[src/rtl/ex_mem_stage.sv]
// EX/MEM pipeline register as a 2-entry skid FIFO, with a registered
// branch-taken pulse and a saturating back-pressure counter.
module ex_mem_stage #(
  parameter int DATA_W = 32,
  parameter int REG_W  = 5
) (
  input  logic              clk,
  input  logic              rst,
  input  logic              ex_valid,
  output logic              ex_ready,
  input  logic [DATA_W-1:0] alu_out,
  input  logic              zero_flag,
  input  logic [DATA_W-1:0] add_result,
  input  logic [DATA_W-1:0] store_data,
  input  logic [REG_W-1:0]  rd_addr,
  input  logic [4:0]        ctrl,
  input  logic              flush,
  output logic              mem_valid,
  input  logic              mem_ready,
  output logic [DATA_W-1:0] mem_alu_out,
  output logic [DATA_W-1:0] mem_store_data,
  output logic [REG_W-1:0]  mem_rd,
  output logic [3:0]        mem_ctrl,
  output logic              branch_taken,
  output logic [DATA_W-1:0] branch_target,
  output logic [15:0]       stall_cycles
);

  logic [1:0]        cnt_q, cnt_d;
  logic              wptr_q, rptr_q;
  logic [DATA_W-1:0] alu_q [2];
  logic [DATA_W-1:0] sd_q  [2];
  logic [REG_W-1:0]  rd_q  [2];
  logic [3:0]        ctl_q [2];
  logic              bt_q;
  logic [DATA_W-1:0] tgt_q;
  logic [15:0]       stall_q;
  logic              push, pop, take;

  assign ex_ready  = ~cnt_q[1];
  assign mem_valid = (cnt_q != 2'd0);
  assign push      = ex_valid & ex_ready & ~flush;
  assign pop       = mem_valid & mem_ready & ~flush;
  assign take      = push & ctrl[4] & zero_flag;

  assign mem_alu_out    = alu_q[rptr_q];
  assign mem_store_data = sd_q[rptr_q];
  assign mem_rd         = rd_q[rptr_q];
  assign mem_ctrl       = mem_valid ? ctl_q[rptr_q] : 4'd0;

  assign branch_taken  = bt_q;
  assign branch_target = tgt_q;
  assign stall_cycles  = stall_q;

  always_comb begin
    cnt_d = cnt_q;
    unique case (1'b1)
      flush:         cnt_d = 2'd0;
      push && !pop:  cnt_d = cnt_q + 2'd1;
      pop && !push:  cnt_d = cnt_q - 2'd1;
      default:       cnt_d = cnt_q;
    endcase
  end

  always_ff @(posedge clk or posedge rst) begin
    if (rst) begin
      cnt_q   <= 2'd0;
      wptr_q  <= 1'b0;
      rptr_q  <= 1'b0;
      bt_q    <= 1'b0;
      tgt_q   <= '0;
      stall_q <= 16'd0;
    end else begin
      cnt_q <= cnt_d;
      // Flush realigns both pointers so the buffer restarts from slot 0
      if (flush) begin
        wptr_q <= 1'b0;
        rptr_q <= 1'b0;
      end else begin
        wptr_q <= wptr_q ^ push;
        rptr_q <= rptr_q ^ pop;
      end
      bt_q <= take;
      if (take)
        tgt_q <= add_result;
      if (ex_valid && !ex_ready && stall_q != 16'hFFFF)
        stall_q <= stall_q + 16'd1;
    end
  end

  // Payload needs no reset: it is only observed while mem_valid is high
  always_ff @(posedge clk) begin
    if (push) begin
      alu_q[wptr_q] <= alu_out;
      sd_q[wptr_q]  <= store_data;
      rd_q[wptr_q]  <= rd_addr;
      ctl_q[wptr_q] <= ctrl[3:0];
    end
  end

endmodule

[config.mk]
export PLATFORM = sky130hd
export DESIGN_NAME = ex_mem_stage
export DESIGN_NICKNAME = d
export VERILOG_FILES = /design/src/rtl/ex_mem_stage.sv
export SDC_FILE = /design/constraint.sdc
export NUM_CORES = 1
export LEC_CHECK = 0
export ABC_AREA = 0
export ABC_CLOCK_PERIOD_IN_PS = 4600
export CAP_MARGIN = 20
export CORE_ASPECT_RATIO = 1.25
export CORE_MARGIN = 4
export CORE_UTILIZATION = 38
export CTS_CLUSTER_SIZE = 28
export DETAILED_ROUTE_END_ITERATION = 10
export GPL_TIMING_DRIVEN = 0
export PLACE_DENSITY = 0.72
export SLEW_MARGIN = 20
export SYNTH_ARGS = -nofsm -noshare
export SYNTH_HDL_FRONTEND = slang
export SYNTH_SLANG_ARGS = --single-unit
[constraint.sdc]
create_clock -name clk -period 4.6 [get_ports clk]
set_input_delay 1.15 -clock clk [delete_from_list [all_inputs] [get_ports clk]]
set_output_delay 1.15 -clock clk [all_outputs]
set_load 0.01 [all_outputs]
* Yosys cells after proc, flatten, opt, wreduce, memory -nomap -nowiden
Memory sizes are Yosys's and may differ from the RTL's. Index checks and enable logic that the tools add are counted.
Word-level totals: output and inout bits 124, memories 4, word-level logic and storage cells 38, input port bits 112, bits in registers 53, memory bits (writable) 146, bits in read-only memories 0, latch bits 0
Cells by class: shift-type cells 0, add/sub/neg operators 3, $lt $le $gt $ge 0, divide/modulo/power cells 0, mux-type cells 6, bitwise operators 10, eq/ne operators 1, reductions and logical operators 8, multiply operators 0
Memory list:
- alu_q | depth 2, bits a word 32, rd ports 1, clocked after memory_dff 0, write ports 1, RTL line 31 | logic [DATA_W-1:0] alu_q [2];
- sd_q | depth 2, bits a word 32, rd ports 1, clocked after memory_dff 0, write ports 1, RTL line 32 | logic [DATA_W-1:0] sd_q [2];
- rd_q | depth 2, bits a word 5, rd ports 1, clocked after memory_dff 0, write ports 1, RTL line 33 | logic [REG_W-1:0] rd_q [2];
- ctl_q | depth 2, bits a word 4, rd ports 1, clocked after memory_dff 0, write ports 1, RTL line 34 | logic [3:0] ctl_q [2];
Operator list (count):
- $add 16x1->16 const B | 1
- $ne 16x16->1 const B | 1
- $and 1x1->1 | 6
- $pmux 2 s3 | 1
- $logic_and 1x1->1 | 4
- $mux 1 | 4
- $mux 4 | 1
- $reduce_bool 3->1 | 1
- $add 2x1->2 const B | 1
- $logic_not 1->1 | 2
- $not 1->1 | 2
- $reduce_bool 2->1 | 1
- $sub 2x1->2 const B | 1
- $xor 1x1->1 | 2

* Depth between registers and ports, before layout
Gate-level depths: netlist of run 1.
word-level depth 6, depth in mapped cells 9

* Worst setup path after synthesis of run 1
OpenSTA, ideal clock, no wires.
path kind input-to-reg, start input port flush, end memory alu_q[1][0], enable pin, slack 0.772 ns, path buffers 0, data arrival time 3.388 ns, cell stages on the path 2, path through nor3b_1 -> ha_1
Between the ends: word-level cells in the longest chain between the ends 4
RTL lines:
- start: declaration | RTL line 17 | input logic flush,
- $not 1->1 | RTL line 42 | assign push = ex_valid & ex_ready & ~flush;
- $and 1x1->1 | RTL line 42
- $mux 1 | RTL line 93 | if (push) begin
- $mux 1 (implied by the code) | RTL line 94 | alu_q[wptr_q] <= alu_out;
- end: declaration | RTL line 31
No other way between the ends.

* Worst setup path after layout of run 1
start register rptr_q, end output port mem_store_data[30]
Between the ends: word-level cells in the longest chain between the ends 1
RTL lines:
- start: declaration | RTL line 30 | logic wptr_q, rptr_q;
- start signal: assignment | RTL line 81 | rptr_q <= rptr_q ^ pop;
- $mem_v2 2x32
- end: declaration | RTL line 21 | output logic [DATA_W-1:0] mem_store_data,
No other way between the ends.

==> flow_metrics.py, run 1 <==
metrics = {
    "global_route": {
        "grt_pass1_wl_microns": 26190,
        "grt_pass1_vias": 5017,
        "grt.overflow.total": 0,
        "antenna_found_initial": 0,
        "grt_start_max_net_pins": 47,
        "grt_use_total_pct": 15.42,
    },
    "clock_tree": {
        "cts_sinks": 199,
        "clockBufferDepth": 2,
        "clk_latency_ps": 410,
        "clockRootBuffer": "clkbuf_16",
        "clk_pin_slew_ps": 70,
        "tritoncts": "built",
        "postCtsSetupBuffers": 0,
        "hold_buffers": 0,
        "cts_resized": 0,
        "h-tree-depth": 4,
        "cts_buffers": 17,
    },
    "power": {
        "power_switching_w": 0.001439,
        "powerDensity_mw_per_mm2": 489.2,
        "internal-power_w": 0.003879,
        "clockPowerShare_pct": 26.0,
        "swShare_pct": 27.06,
        "ir_worst_vdd_uv": 252.4,
        "share_seq_of_total_power_pct": 43.4,
        "leakage_nw": 3.939,
        "p_comb_share_pct": 30.5,
    },
    "detailed_routing": {
        "drtAntennaViolNets": 0,
        "wl_per_cell_microns": 17.99,
        "dr.pass1.iters": 4,
        "wl_microns": 16950,
        "num_vias": 4465,
        "vias_per_cell": 4.740,
        "drt-initial-drc-count": 190,
        "drc": 0,
    },
    "yosys": {
        "syn-mean-instance-area_sq_um": 18.52,
        "async_flop_share_pct": 26.63,
        "synth.top_cell.area_share_pct": 58.17,
        "seq_area_frac_synth_pct": 75.76,
        "syn_nets": 524,
        "syn-instance-count": 407,
        "yosys.area.top_type": "edfxtp_1",
        "netlist_area_sq_mm": 0.007537,
        "ys.flop_type": "edfxtp_1",
        "ys_ff_latch": 199,
        "synth_edf_count": 146,
        "ys_types": 31,
        "ys_top_cells_by_area": "edfxtp_1 (58%), dfrtp_1 (18%), mux2_2 (15%)",
        "yosys_warnings": 0,
    },
    "die": {
        "core_area_sq_mm": 0.01947,
        "pin_count": 236,
        "row_count": 57,
        "die_area_sq_mm": 0.02217,
        "initial_core_util_pct": 38.71,
        "die_h_microns": 165.5,
        "die_x_microns": 134.0,
    },
    "layout": {
        "nets": 781,
        "drive_gt1_share_pct": 21.71,
        "multiInputGateArea_sq_mm": 0.001752,
        "utilization_pct": 55.83,
        "diodes": 0,
        "area_delta_synth_final_pct": 44.21,
        "layout_commonest_cell": "clkdlybuf4s50_1",
        "seqCellArea_sq_mm": 0.005710,
        "final_cell_mix": "clkdlybuf4s50_1 (235), edfxtp_1 (146), mux2_2 (102)",
        "num-fill-cells": 1533,
    },
    "hold_path": {
        "hold_end": "stall_cycles[15]",
        "hp-class": "reg -> reg",
        "min-delay-start": "stall_cycles[15]",
        "min_path_cells": 1,
    },
    "status": {
        "status": "finished clean",
    },
    "placed_design": {
        "place.detailed.hpwl_microns": 12240,
        "portBuffers": 235,
        "gp_congestion": 0.8136,
    },
    "worst_setup_path": {
        "r2r_slack_ps": 1990,
        "path_class": "reg -> out",
        "start_kind": "flop",
        "critPathArrivalTime_ps": 2810,
        "r2r-start": "cnt_q[1]",
        "path_max_fanout": 10,
        "r2r_cells": 4,
        "timing.rr.end": "alu_q[1][4]",
        "critPathCaptureType": "primary output",
        "cp_data_required_time_ps": 3450,
    },
    "timing": {
        "worst_slew_pin_slew_ps": 1026,
        "setup_viol": 0,
        "fin_crit_ps": 3961,
        "fin_crit_sh_pct": 86.11,
        "rsz0062_at_grt": "no",
        "clock_skew_ps": 10.22,
        "finalHoldViolations": 0,
        "slew_violations": 0,
        "fin_hold_ws_ps": 501.9,
        "clock.fmax_mhz": 252.5,
        "slew_headroom_pct": 31.45,
        "tns_ps": 0,
    },
    "job": {
        "max_cap_viol_count": 0,
    },
}
-- metrics by stage --
step / setup slack [ps] / cells / instance area [sq um] / total power (W)
finish: 639.1 / 942 / 10870 / 0.005317
global route: 468.6 / 942 / 10870 / 0.005584
CTS: 516.4 / 942 / 10870 / 0.005398
detailed placement: 786.9 / 910 / 10320 / 0.003986
global placement: -884.7 / 907 / 10220 / 0.003936
floorplan: 772.1 / 407 / 7537 / 0.003053
-- kinds of logic (layout without fill, tap and decap cells) --
kind of cell	after synthesis	count (layout)	share of synthesized area, %
compound gates	8	8	0.9297
xor+xnor	15	15	1.743
fa+ha+maj	5	5	0.8300
buf+inv	23	293	1.328
flops	199	199	75.76
mux	107	107	15.97
simple gates	50	50	3.436
-- flip-flops by register name, summed over array words and instances, names as in the netlist --
name,count
cnt_q,2
branch_target,32
branch_taken,1
sd_q,64
alu_q,64
rptr_q,1
stall_cycles,16
rd_q,10
wptr_q,1
ctl_q,8
-- layout make-up --
type / instances / share of cell area (%)
Inverter: 10 / 0.3453
Sequential cell: 199 / 52.54
Multi-Input combinational cell: 185 / 16.12
Timing Repair Buffer: 238 / 22.33
Clock buffer: 20 / 4.213
Tap cell: 265 / 3.051
Buffer: 13 / 0.5756
Clock inverter: 12 / 0.8288
-- cell usage after synthesis (2+ instances only) --
library cell / n
clkbuf_1: 7
edfxtp_1: 146
ha_1: 5
dfrtp_1: 53
nand2_1: 7
nor3_1: 9
nor4_1: 3
and3_1: 4
o21ai_0: 3
nand3_1: 6
mux2_2: 102
nor3b_1: 2
buf_2: 2
mux2i_1: 4
xor2_1: 12
inv_1: 10
nand4_2: 2
buf_4: 3
nor2_1: 13
xnor2_1: 3
-- critical path, stage by stage (launching register included) --
cell             delay (ps)
dfrtp_1                 350
clkbuf_1                540
buf_1                   590
mux2_2                  410
clkdlybuf4s50_1         510
-- worst max-delay path by stage --
stage / start / end / slack (ps)
2_1_floorplan: flush / alu_q[1][0] / 770
3_3_place_gp: flush / sd_q[1][21] / -880
3_5_place_dp: flush / sd_q[1][24] / 790
4_1_cts: rptr_q / mem_store_data[30] / 520
5_1_grt: rptr_q / mem_ctrl[0] / 470
6_report: rptr_q / mem_store_data[30] / 640
-- per-layer routing --
metal	wire [microns]	part of all wire, %	up-vias	track usage [%]
li1	-	-	2043	-
met1	6273	37	2229	16.38
met2	8986	53	180	28.23
met3	1484	8.8	13	6.333
met4	203	1.2	0	4.256
met5	0	0	-	0
-- power by group through the flow --
stage	clock [W]	sequential [W]	combinational, W
2_1_floorplan	0	0.00239	0.000668
3_3_place_gp	0	0.00234	0.00159
3_5_place_dp	0	0.00234	0.00164
4_1_cts	0.00143	0.00231	0.00165
5_1_grt	0.00151	0.00234	0.00174
6_report	0.00138	0.00231	0.00162
No activity file was read; power rests on OpenSTA's default activity.
==> run 2: changes to the inputs <==
- PLACE_DENSITY: 0.72 -> 0.68
==> run 2 against run 1 <==
  * Global-route usage hardly changed
  * Utilization is 0.12 points higher
  * Design area is 0.21% higher
  * Total power is 0.68% higher
  * Fmax is 0.89% higher
  * Critical path type unchanged
  * Critical endpoint is now mem_store_data[28]
==> flow_metrics.py, run 2 (same netlist as run 1, synthesis figures left out) <==
metrics = {
    "clock_tree": {
        "h-tree-depth": 4,
        "cts_resized": 0,
        "hold_buffers": 0,
        "clockBufferDepth": 2,
        "clk_pin_slew_ps": 70,
        "postCtsSetupBuffers": 0,
        "tritoncts": "built",
        "cts_buffers": 17,
        "clk_latency_ps": 430,
        "clockRootBuffer": "clkbuf_16",
        "cts_sinks": 199,
    },
    "power": {
        "leakage_nw": 3.947,
        "clockPowerShare_pct": 26.7,
        "swShare_pct": 27.11,
        "p_comb_share_pct": 30.4,
        "ir_worst_vdd_uv": 246.6,
        "power_switching_w": 0.001451,
        "internal-power_w": 0.003902,
        "powerDensity_mw_per_mm2": 491.5,
        "share_seq_of_total_power_pct": 43.0,
        "finalPower_w": 0.005354,
    },
    "worst_setup_path": {
        "path_class": "reg -> out",
        "timing.rr.end": "alu_q[0][30]",
        "r2r_cells": 4,
        "cp_data_required_time_ps": 3450,
        "critPathArrivalTime_ps": 2780,
        "r2r-start": "cnt_q[1]",
        "r2r_slack_ps": 1930,
        "start_kind": "flop",
        "path_max_fanout": 10,
        "critPathCaptureType": "primary output",
    },
    "hold_path": {
        "hold_end": "stall_cycles[15]",
        "min-delay-start": "stall_cycles[15]",
        "hp-class": "reg -> reg",
        "min_path_cells": 1,
    },
    "status": {
        "status": "finished clean",
    },
    "placed_design": {
        "place_ws_ps": 715.0,
        "gp_congestion": 0.7706,
        "portBuffers": 235,
        "place.detailed.hpwl_microns": 12160,
    },
    "layout": {
        "area_delta_synth_final_pct": 44.51,
        "drive_gt1_share_pct": 22.01,
        "nets": 781,
        "layout_commonest_cell": "clkdlybuf4s50_1",
        "diodes": 0,
        "num-fill-cells": 1554,
        "final_cell_mix": "clkdlybuf4s50_1 (235), edfxtp_1 (146), mux2_2 (102)",
    },
    "die": {
        "core_area_sq_mm": 0.01947,
        "initial_core_util_pct": 38.71,
        "pin_count": 236,
        "row_count": 57,
        "die_area_sq_mm": 0.02217,
        "die_x_microns": 134.0,
        "die_h_microns": 165.5,
    },
    "timing": {
        "slew_headroom_pct": 23.20,
        "clock.fmax_mhz": 254.7,
        "worst_slew_pin_slew_ps": 1149,
        "setup_viol": 0,
        "fin_crit_ps": 3926,
        "slew_violations": 0,
        "clock_skew_ps": 11.81,
        "fin_crit_sh_pct": 85.34,
        "finalHoldViolations": 0,
        "rsz0062_at_grt": "no",
        "final.setup.worst_slack_ps": 674.2,
    },
    "detailed_routing": {
        "drt-initial-drc-count": 138,
        "vias_per_cell": 4.640,
        "drtAntennaViolNets": 0,
        "drc": 0,
        "dr.pass1.iters": 5,
        "wl_per_cell_microns": 17.79,
        "wl_microns": 16750,
        "num_vias": 4371,
    },
    "global_route": {
        "grt_pass1_wl_microns": 25960,
        "grt.overflow.total": 0,
        "grt_pass1_vias": 4970,
        "grt_use_total_pct": 15.41,
        "antenna_found_initial": 1,
        "grt_start_max_net_pins": 51,
    },
    "job": {
        "max_cap_viol_count": 0,
    },
}
[run 2: cell count changes in the layout (fill, tap and decap cells not counted)]
cell,previous run,this run
clkinv_2,2,0
inv_4,3,4
inv_1,10,9
clkinv_4,2,1
clkbuf_1,9,8
clkbuf_8,0,1
inv_8,2,3
inv_6,2,4
[run 2: routing by layer]
| layer | GRT usage (%) | up-vias | share of wire, % |
|---|---|---|---|
| li1 | - | 2043 | - |
| met1 | 16.32 | 2131 | 36 |
| met2 | 26.85 | 177 | 52 |
| met3 | 8.061 | 18 | 11 |
| met4 | 4.443 | 2 | 1.3 |
| met5 | 0 | - | 0.072 |
[run 2: final cells by class]
cell class                 instances  area (sq um)  share of cell area (%)
timing repair buffer             238          2427                   22.29
buffer                            13         62.56                  0.5744
sequential                       199          5710                   52.43
multi-input combinational        185          1752                   16.08
inverter                          10         37.54                  0.3446
tap                              265         331.6                   3.044
clock inverter                    12         102.6                  0.9420
clock buffer                      20         467.9                   4.296
[run 2: critical path, cell delays in order (launching register included)]
cell and delay (ps):
dfrtp_1 350, clkbuf_1 510, buf_1 550, mux2_2 400
clkdlybuf4s50_1 540
[run 2: through the flow]
step	cells	area [sq um]	utilization, %	hold WS [ps]	TNS (ps)
detailed placement	910	10320	53.01	488.1	0
global placement	907	10220	52.50	491.5	-159200
floorplan	407	7537	-	522.1	0
global route	942	10890	55.94	521.2	0
finish	942	10890	55.94	503.2	0
CTS	942	10890	55.94	502.0	0
[run 2: how the worst max path moves through the flow]
stage                 from                  to  slack (ps)
floorplan            flush         alu_q[1][0]         770
detailed placement   flush          sd_q[0][0]         720
finish              rptr_q  mem_store_data[28]         670
global placement     flush          sd_q[0][2]       -1100
global route        rptr_q  mem_store_data[28]         450
CTS                 rptr_q  mem_store_data[28]         570
[run 2: power groups by stage]
stage | combinational (W) | clock, W | sequential [W]
after detailed placement | 0.00165 | 0 | 0.00234
final | 0.00162 | 0.00143 | 0.00230
after CTS | 0.00166 | 0.00148 | 0.00231
after global placement | 0.00161 | 0 | 0.00234
after floorplan | 0.000668 | 0 | 0.00239
after global routing | 0.00176 | 0.00156 | 0.00233
==> run 3: changes to the inputs <==
- ABC_AREA: 0 -> 1
- SKIP_CTS_REPAIR_TIMING: unset -> 1
==> run 3 against run 2 <==
  * Utilization down 0.42 points
  * Sequential share of layout area decreased by 1.5 points
  * First-iteration DRC count grew 76%
  * Area after synthesis grew 4.0%
  * Worst setup slack gained 400 ps
  * Cell count rose by 32%
  * Register-to-register slack gained 740 ps
  * Total power fell by 4.2%
  * Die area up 3.7%
  * Non-clock buffer count is 10 higher
  * Global-route usage rose by 0.79 points
==> flow_metrics.py, run 3 <==
metrics = {
    "detailed_routing": {
        "dr.pass1.iters": 4,
        "num_vias": 5576,
        "wl_per_cell_microns": 14.98,
        "wl_microns": 18580,
        "vias_per_cell": 4.497,
        "drtAntennaViolNets": 0,
        "drc": 0,
        "drt-initial-drc-count": 243,
    },
    "power": {
        "share_seq_of_total_power_pct": 43.4,
        "clockPowerShare_pct": 28.8,
        "leakage_nw": 4.571,
        "power_switching_w": 0.001539,
        "internal-power_w": 0.003591,
        "powerDensity_mw_per_mm2": 458.0,
        "swShare_pct": 30.01,
        "ir_worst_vdd_uv": 238.8,
        "p_comb_share_pct": 27.8,
    },
    "worst_setup_path": {
        "critical_path.most_common_cell": "nand2_1",
        "crit_cells": 6,
        "cp_data_required_time_ps": 3450,
        "slowest_stage": "clkdlybuf4s50_1",
        "path_class": "reg -> out",
        "path_max_fanout": 10,
        "critPathCaptureType": "primary output",
        "cp_num_buf_inv": 4,
        "max_stage_delay_ps": 560,
        "critPathArrivalTime_ps": 2380,
        "start_kind": "flop",
        "crit_chain": "inv_1 > clkbuf_1 > buf_2 > nand2_1 > nand2_1 > clkdlybuf4s50_1",
        "r2r_cells": 9,
        "path_delay_family": "buffers and inverters",
        "r2r_slack_ps": 2670,
    },
    "placed_design": {
        "gp_congestion": 0.7756,
        "dp_cells": 1208,
        "place_ws_ps": 1408,
        "portBuffers": 235,
        "place.detailed.hpwl_microns": 13200,
    },
    "die": {
        "core_area_sq_mm": 0.02017,
        "pin_count": 236,
        "die_h_microns": 168.5,
        "die_area_sq_mm": 0.02299,
        "row_count": 58,
        "initial_core_util_pct": 38.84,
        "die_x_microns": 136.4,
    },
    "yosys": {
        "ys.flop_type": "edfxtp_1",
        "seq_area_frac_synth_pct": 72.88,
        "netlist_area_sq_mm": 0.007835,
        "synth.top_cells.by_count": "nand2_1 (376), edfxtp_1 (146), dfrtp_1 (53)",
        "syn_nets": 818,
        "synth_edf_count": 146,
        "syn-instance-count": 701,
        "synth.most_common_cell": "nand2_1",
        "ys_types": 27,
        "async_flop_share_pct": 26.63,
        "ys_top_cells_by_area": "edfxtp_1 (56%), nand2_1 (18%), dfrtp_1 (17%)",
        "ys_ff_latch": 199,
        "synth.top_cell.area_share_pct": 55.96,
        "yosys_warnings": 0,
        "yosys.area.top_type": "edfxtp_1",
        "syn-mean-instance-area_sq_um": 11.18,
    },
    "timing": {
        "slew_headroom_pct": 55.32,
        "worst_slew_pin_slew_ps": 670.2,
        "clock_skew_ps": 12.36,
        "fin_crit_ps": 3529,
        "rsz0062_at_grt": "no",
        "fin_crit_sh_pct": 76.72,
        "final.setup.worst_slack_ps": 1071,
        "setup_viol": 0,
        "finalHoldViolations": 0,
        "clock.fmax_mhz": 283.4,
        "slew_violations": 0,
        "tns_ps": 0,
        "fin_hold_ws_ps": 479.5,
    },
    "layout": {
        "utilization_pct": 55.53,
        "drive_gt1_share_pct": 7.526,
        "diodes": 0,
        "seqCellArea_sq_mm": 0.005710,
        "multiInputGateArea_sq_mm": 0.001934,
        "layout_commonest_cell": "nand2_1",
        "final_cell_mix": "nand2_1 (376), clkdlybuf4s50_1 (235), edfxtp_1 (146)",
        "num-fill-cells": 1785,
        "final_cells": 1240,
        "area_delta_synth_final_pct": 42.97,
        "nets": 1074,
    },
    "clock_tree": {
        "clockRootBuffer": "clkbuf_16",
        "cts_sinks": 199,
        "h-tree-depth": 4,
        "clk_latency_ps": 440,
        "tritoncts": "built",
        "clockBufferDepth": 2,
        "clk_pin_slew_ps": 80,
        "cts_buffers": 17,
    },
    "hold_path": {
        "hp-class": "reg -> reg",
        "min_path_cells": 2,
    },
    "job": {
        "max_cap_viol_count": 0,
    },
    "global_route": {
        "grt.overflow.total": 0,
        "antenna_found_initial": 0,
        "grt_use_total_pct": 16.20,
        "grt_pass1_vias": 5519,
        "grt_pass1_wl_microns": 28830,
        "grt_start_max_net_pins": 54,
    },
    "status": {
        "status": "finished clean",
    },
}
[run 3: cell count changes after synthesis, moves of 6 or more]
cell | before | now
nand2_1 | 7 | 376
mux2_2 | 102 | 0
nor2_1 | 13 | 24
inv_1 | 10 | 20
xor2_1 | 12 | 2
nor3_1 | 9 | 0
buf_2 | 2 | 10
nand2_2 | 0 | 6
[run 3: worst reg2reg max path, cell delays in order, from the launching register on]
cell and delay, ps:
dfrtp_1 430, nor2_1 440, nor2_1 140, nand2_1 120, ha_1 150, nor2_1 40
nand2_1 70, inv_1 50, or2_2 280, o22ai_1 140
[run 3: worst paths after layout]
kind,start,to
max reg2reg,cnt_q[1],cnt_q[1]
min in group asynchronous,rst,stall_cycles[2]
min,branch_target[6],branch_target[6]
max in group asynchronous,rst,branch_target[29]
max,rptr_q,mem_alu_out[8]
min reg2reg,branch_target[6],branch_target[6]
[run 3: cells by family (layout without fill, tap and decap cells)]
family / count (synthesis) / count (layout) / share of synthesized area, %
AO/OA/AOI/OAI: 15 / 15 / 1.118
XOR/XNOR: 6 / 6 / 0.6707
adder cells (fa/ha/maj): 5 / 5 / 0.7985
buffers and inverters: 48 / 317 / 2.747
flip-flops: 199 / 199 / 72.88
AND/OR/NAND/NOR: 428 / 428 / 21.78
[run 3: per-layer routing]
layer  track usage [%]  share of wire [%]
met4             4.735                1.2
met5                 0                  0
met2             28.22                 51
met3             6.302                9.0
met1             18.38                 39
[run 3: through the flow]
step	cell area, sq um	total power (W)
after floorplan	7835	0.002857
after global placement	10530	0.003694
after detailed placement	10610	0.003718
after CTS	11200	0.005213
after global routing	11200	0.005418
final	11200	0.005131
[run 3: power groups by stage]
stage,Clock [W],Combinational (W),Sequential [W]
2_1_floorplan,0,0.000553,0.00230
3_3_place_gp,0,0.00142,0.00227
3_5_place_dp,0,0.00145,0.00226
4_1_cts,0.00152,0.00146,0.00223
5_1_grt,0.00160,0.00157,0.00225
6_report,0.00148,0.00143,0.00223
[run 3: cell type report]
type | instances | share of cell area, %
Sequential cell | 199 | 50.98
Timing Repair Buffer | 237 | 21.49
Multi-Input combinational cell | 454 | 17.27
Clock buffer | 17 | 3.798
Tap cell | 270 | 3.016
Clock inverter | 15 | 1.508
Buffer | 24 | 1.117
Inverter | 24 | 0.8265
